===== src/rtl/multicycle_control_sequencer.sv =====
// multicycle_control_sequencer
// Multicycle control FSM for the 8-bit processor. Steps one 16-bit instruction
// through FETCH, DECODE, EXEC, MEM and WB, handshakes with instruction/data
// memories that may insert wait states, and drives the datapath control strobes.
module multicycle_control_sequencer (
    input  logic        clk,
    input  logic        reset,
    input  logic        run,
    output logic        imem_req,
    input  logic        imem_ready,
    input  logic [15:0] imem_rdata,
    input  logic        dmem_ready,
    input  logic        equality,
    output logic        ir_load,
    output logic        pc_en,
    output logic [1:0]  pc_src,
    output logic        RegWrite,
    output logic        MemRead,
    output logic        MemWrite,
    output logic        AluSrc,
    output logic        MemtoReg,
    output logic        r2Chooser,
    output logic [2:0]  AluControl,
    output logic        illegal,
    output logic [2:0]  state,
    output logic [15:0] retired
);

    typedef enum logic [2:0] {
        S_IDLE   = 3'd0,
        S_FETCH  = 3'd1,
        S_DECODE = 3'd2,
        S_EXEC   = 3'd3,
        S_MEM    = 3'd4,
        S_WB     = 3'd5,
        S_TRAP   = 3'd6
    } state_t;

    // Instruction class derived from the captured opcode/funct.
    typedef enum logic [2:0] {
        K_RTYPE = 3'd0,
        K_ADDI  = 3'd1,
        K_LW    = 3'd2,
        K_SW    = 3'd3,
        K_BEQ   = 3'd4,
        K_J     = 3'd5,
        K_BAD   = 3'd6
    } kind_t;

    localparam logic [3:0] OP_RTYPE = 4'b0000;
    localparam logic [3:0] OP_ADDI  = 4'b0100;
    localparam logic [3:0] OP_LW    = 4'b1011;
    localparam logic [3:0] OP_SW    = 4'b1111;
    localparam logic [3:0] OP_BEQ   = 4'b1000;
    localparam logic [3:0] OP_J     = 4'b0010;

    state_t      state_q;
    state_t      after_retire;
    logic [3:0]  op_p0;
    logic [2:0]  funct_p0;
    logic        illegal_q;
    logic [15:0] retired_q;
    kind_t       kind;
    logic        fetch_done;
    logic        retire;
    logic        unused_rdata;

    function automatic kind_t classify(input logic [3:0] op, input logic [2:0] funct);
        kind_t k;
        case (op)
            OP_RTYPE: k = (funct == 3'b110) ? K_BAD : K_RTYPE;
            OP_ADDI:  k = K_ADDI;
            OP_LW:    k = K_LW;
            OP_SW:    k = K_SW;
            OP_BEQ:   k = K_BEQ;
            OP_J:     k = K_J;
            default:  k = K_BAD;
        endcase
        return k;
    endfunction

    function automatic logic [2:0] alu_code(input kind_t k, input logic [2:0] funct);
        logic [2:0] code;
        code = 3'b000;
        if (k == K_BEQ) begin
            code = 3'b111;
        end else if (k == K_RTYPE) begin
            case (funct)
                3'b000:  code = 3'b000;  // ADD
                3'b010:  code = 3'b001;  // SUB
                3'b100:  code = 3'b010;  // AND
                3'b101:  code = 3'b011;  // OR
                3'b001:  code = 3'b100;  // EOR
                3'b011:  code = 3'b101;  // BIC
                3'b111:  code = 3'b110;  // RSB
                default: code = 3'b000;
            endcase
        end
        return code;
    endfunction

    // Only the opcode and funct fields steer control; the rest belongs to the datapath.
    assign unused_rdata = ^imem_rdata[11:3];

    assign kind         = classify(op_p0, funct_p0);
    assign fetch_done   = (state_q == S_FETCH) && imem_ready;
    assign after_retire = run ? S_FETCH : S_IDLE;

    // Retire strobe: the final cycle of each instruction class.
    always_comb begin
        retire = 1'b0;
        case (state_q)
            S_DECODE: retire = (kind == K_J);
            S_EXEC:   retire = (kind == K_BEQ);
            S_MEM:    retire = (kind == K_SW) && dmem_ready;
            S_WB:     retire = 1'b1;
            default:  retire = 1'b0;
        endcase
    end

    // Opcode and funct latched on the accepted fetch; data-only, so no reset.
    always_ff @(posedge clk) begin
        if (fetch_done) begin
            op_p0    <= imem_rdata[15:12];
            funct_p0 <= imem_rdata[2:0];
        end
    end

    // Sequencer state, sticky trap flag and retired-instruction counter.
    always_ff @(posedge clk) begin
        if (reset) begin
            state_q   <= S_IDLE;
            illegal_q <= 1'b0;
            retired_q <= 16'h0000;
        end else begin
            if (retire) begin
                retired_q <= retired_q + 16'd1;
            end
            case (state_q)
                S_IDLE: begin
                    if (run) begin
                        state_q <= S_FETCH;
                    end
                end
                S_FETCH: begin
                    if (imem_ready) begin
                        state_q <= S_DECODE;
                    end
                end
                S_DECODE: begin
                    if (kind == K_BAD) begin
                        state_q   <= S_TRAP;
                        illegal_q <= 1'b1;
                    end else if (kind == K_J) begin
                        state_q <= after_retire;
                    end else begin
                        state_q <= S_EXEC;
                    end
                end
                S_EXEC: begin
                    if ((kind == K_LW) || (kind == K_SW)) begin
                        state_q <= S_MEM;
                    end else if (kind == K_BEQ) begin
                        state_q <= after_retire;
                    end else begin
                        state_q <= S_WB;
                    end
                end
                S_MEM: begin
                    if (dmem_ready) begin
                        state_q <= (kind == K_LW) ? S_WB : after_retire;
                    end
                end
                S_WB: begin
                    state_q <= after_retire;
                end
                S_TRAP: begin
                    state_q <= S_TRAP;
                end
                default: begin
                    state_q <= S_IDLE;
                end
            endcase
        end
    end

    // Control strobes decoded from the current state and the captured instruction.
    always_comb begin
        imem_req   = 1'b0;
        ir_load    = 1'b0;
        pc_en      = 1'b0;
        pc_src     = 2'b00;
        RegWrite   = 1'b0;
        MemRead    = 1'b0;
        MemWrite   = 1'b0;
        AluSrc     = 1'b0;
        MemtoReg   = 1'b0;
        r2Chooser  = 1'b0;
        AluControl = 3'b000;
        case (state_q)
            S_FETCH: begin
                imem_req = 1'b1;
                ir_load  = imem_ready;
                pc_en    = imem_ready;
            end
            S_DECODE: begin
                if (kind == K_J) begin
                    pc_en  = 1'b1;
                    pc_src = 2'b10;
                end
            end
            S_EXEC: begin
                AluControl = alu_code(kind, funct_p0);
                AluSrc     = (kind == K_ADDI) || (kind == K_LW) || (kind == K_SW);
                r2Chooser  = (kind == K_ADDI) || (kind == K_LW) || (kind == K_SW) ||
                             (kind == K_BEQ);
                if ((kind == K_BEQ) && equality) begin
                    pc_en  = 1'b1;
                    pc_src = 2'b01;
                end
            end
            S_MEM: begin
                MemRead  = (kind == K_LW);
                MemWrite = (kind == K_SW);
            end
            S_WB: begin
                RegWrite = 1'b1;
                MemtoReg = (kind == K_LW);
            end
            default: begin
            end
        endcase
    end

    assign illegal = illegal_q;
    assign state   = state_q;
    assign retired = retired_q;

endmodule


===== config.mk =====
export PLATFORM = sky130hd
export DESIGN_NAME = multicycle_control_sequencer
export DESIGN_NICKNAME = d
export VERILOG_FILES = /design/src/rtl/multicycle_control_sequencer.sv
export SDC_FILE = /design/constraint.sdc
export NUM_CORES = 1
export LEC_CHECK = 0
export CORE_MARGIN = 2
export CORE_UTILIZATION = 49
export DETAILED_ROUTE_END_ITERATION = 8
export PLACE_DENSITY = 0.83
export SYNTH_ARGS = -nofsm -noshare
export SYNTH_HDL_FRONTEND = slang
export SYNTH_SLANG_ARGS = --single-unit

===== constraint.sdc =====
create_clock -name clk -period 6.3 [get_ports clk]
set_input_delay 0.63 -clock clk [delete_from_list [all_inputs] [get_ports clk]]
set_output_delay 0.63 -clock clk [all_outputs]
set_load 0.1 [all_outputs]

==> impl_metrics.tcl <==
set metrics [dict create \
    drtPass1Iterations 4 \
    rr_endpoint "retired[15]" \
    synth_edf_count 7 \
    drc 0 \
    dp_hpwl_um 2570 \
    synth_largest_area_cell "dfxtp_1" \
    crit_end "AluControl[0]" \
    place_congestion 0.855 \
    clock-sinks 27 \
    grt_max_degree 35 \
    skew_ns 0.00331 \
    syn_nets 223 \
    cts-root-buf "clkbuf_4" \
    fp.coreArea_um2 3340 \
    post-cts-setup-buffers 0 \
    ys.flop_type "dfxtp_1" \
    clock_latency_ns 0.32 \
    drtAntennaViolNets 0 \
    ir_drop_mv 0.141 \
    cts_tree "yes" \
    drive_above_1_share 0.0802 \
    insertedDiodeCount 0 \
    grt_pass1_vias 1341 \
    synth.avg_cell_area_um2 8.51 \
    syn_inst 200 \
    fin_nets 261 \
    path_max_fanout 17 \
    synth_top_area_frac 0.235 \
    slew_violations 0 \
    yosysSeqAreaShare 0.359 \
    final.min_clock_period_ns 3.64 \
    yosysWarnings 0 \
    tns_ns 0 \
    grt_pass1_wl_um 6020 \
    path_clk_slew_ns 0.14 \
    initial_core_util 0.510 \
    required_ns 5.67 \
    mostFrequentLayoutCells "clkdlybuf4s50_1, nor2_1, dfxtp_1" \
    wl_um 3580 \
    maxCapViolCount 0 \
    fp-row-count 21 \
    netlist_area_um2 1700 \
    io_pins 56 \
    placedCellCount 279 \
    async_reset_ff_frac 0 \
    cts-resized-gates 0 \
    ys_ff_latch 27 \
    r2r-start "op_p0[2]" \
    numCtsBuffers 3 \
    tightest_slew_ns 1.14 \
    wl_per_cell_um 12.7 \
    max_freq_mhz 275 \
    rsz0062_at_grt "no" \
    clockBufferDepth 2 \
    setup_viol 0 \
    period_share 0.578 \
    crit_start "state[1]" \
    htreeDepth 1 \
    first_iter_violations 103 \
    hold_viol 0 \
    crit_type "register to primary output" \
    worstPathArrival_ns 3.01 \
    synthTopCellsByArea "dfxtp_1, edfxtp_1, nor2b_1" \
    r2r_slack_ns 3.94 \
    leakage_nw 0.779 \
    final_cells 283 \
    r2r_cells 4 \
    final_common_cell "clkdlybuf4s50_1" \
    cp-start-kind "register" \
    grt.total_usage 0.185 \
    die_h_um 62.9 \
    status "completed" \
    cp-end-kind "primary output" \
    area_growth_pct 28.2 \
    min_path_type "register to register" \
    synthDistinctLibCells 44 \
    slew_headroom 0.239 \
    drt-vias-per-instance 5.70 \
    die_x_um 62.9 \
    die-area_um2 3960 \
    port_buffers 46 \
    antenna_found_initial 0 \
    cts_hold_buf 0 \
    via_count 1614 \
    powerDensity_nw_per_um2 160 \
    grt_overflow 0 \
]
power by group:
group	switching [mW]	leakage [nW]	internal [mW]
Combinational	0.0570	0.538	0.0263
Clock	0.0479	0.0150	0.0248
Sequential	0.0104	0.226	0.183
Total	0.115	0.779	0.234
area by class of cell:
class	count	area [um2]
Multi-Input combinational cell	151	990
Fill cell	297	1150
Sequential cell	27	611
Tap cell	46	57.6
Timing Repair Buffer	47	468
Inverter	8	30.0
Clock buffer	4	26.3
metal layers:
metal  part of all wire  wire (um)  global-route usage  vias up
li1                   -          -                   -      812
met1               0.47       1700               0.257      744
met2               0.45       1600               0.287       54
met3              0.066        237              0.0324        4
met4              0.013         46              0.0694        0
met5                  0          0                   0        -
synthesized netlist by cell type (2+ instances only):
cell	n
inv_1	8
buf_2	2
mux2_2	8
mux2_1	6
nand2_1	9
and4_1	2
nor2b_1	15
nor2_1	21
a31oi_1	6
nand3b_1	3
nand4_1	4
nor4_1	2
nand3_1	8
clkbuf_1	8
a21oi_1	13
o22ai_1	2
or4b_4	2
and3_1	4
and3b_1	3
a211oi_1	7
o21ai_0	11
a2111oi_2	2
edfxtp_1	7
nor3_1	7
dfxtp_1	20
buf_6	2
registers in the layout (all words and copies together) (netlist names):
name,count
illegal,1
funct_p0,3
op_p0,4
state,3
retired,16
worst min-delay path by stage:
stage / start / end / slack (ns) / cells after the start
2_1_floorplan: op_p0[2] / state[1] / 0.70 / 3
3_5_place_dp: illegal / illegal / 0.46 / 2
3_3_place_gp: illegal / illegal / 0.45 / 2
5_1_grt: illegal / illegal / 0.54 / 2
6_report: illegal / illegal / 0.48 / 2
4_1_cts: illegal / illegal / 0.49 / 2
per-stage QoR:
stage / total power, mW / instance area (um2) / hold slack, ns / utilization / setup slack, ns
finish: 0.350 / 2180 / 0.482 / 0.654 / 2.66
global route: 0.369 / 2180 / 0.541 / 0.654 / 2.43
CTS: 0.353 / 2180 / 0.488 / 0.654 / 2.65
detailed placement: 0.280 / 2160 / 0.461 / 0.646 / 2.94
global placement: 0.279 / 2160 / 0.453 / 0.646 / 2.93
floorplan: 0.258 / 1700 / 0.704 / - / 1.15
critical path: stages (launching register included):
cell and delay [ns]:
dfxtp_1 0.64, nand3b_1 0.35, nor4_1 0.23, o21ai_0 0.18, a21oi_1 0.16, clkdlybuf4s50_1 1.15
cell families after synthesis:
| family | after synthesis | share of synthesized area |
|---|---|---|
| and+or+nand+nor | 85 | 0.279 |
| AOI/OAI and AO/OA | 50 | 0.196 |
| DFF | 27 | 0.359 |
| buffers and inverters | 22 | 0.0596 |
| muxes | 15 | 0.0985 |
| adders and majority gates | 1 | 0.00735 |
No activity file was read; power rests on OpenSTA's default activity.
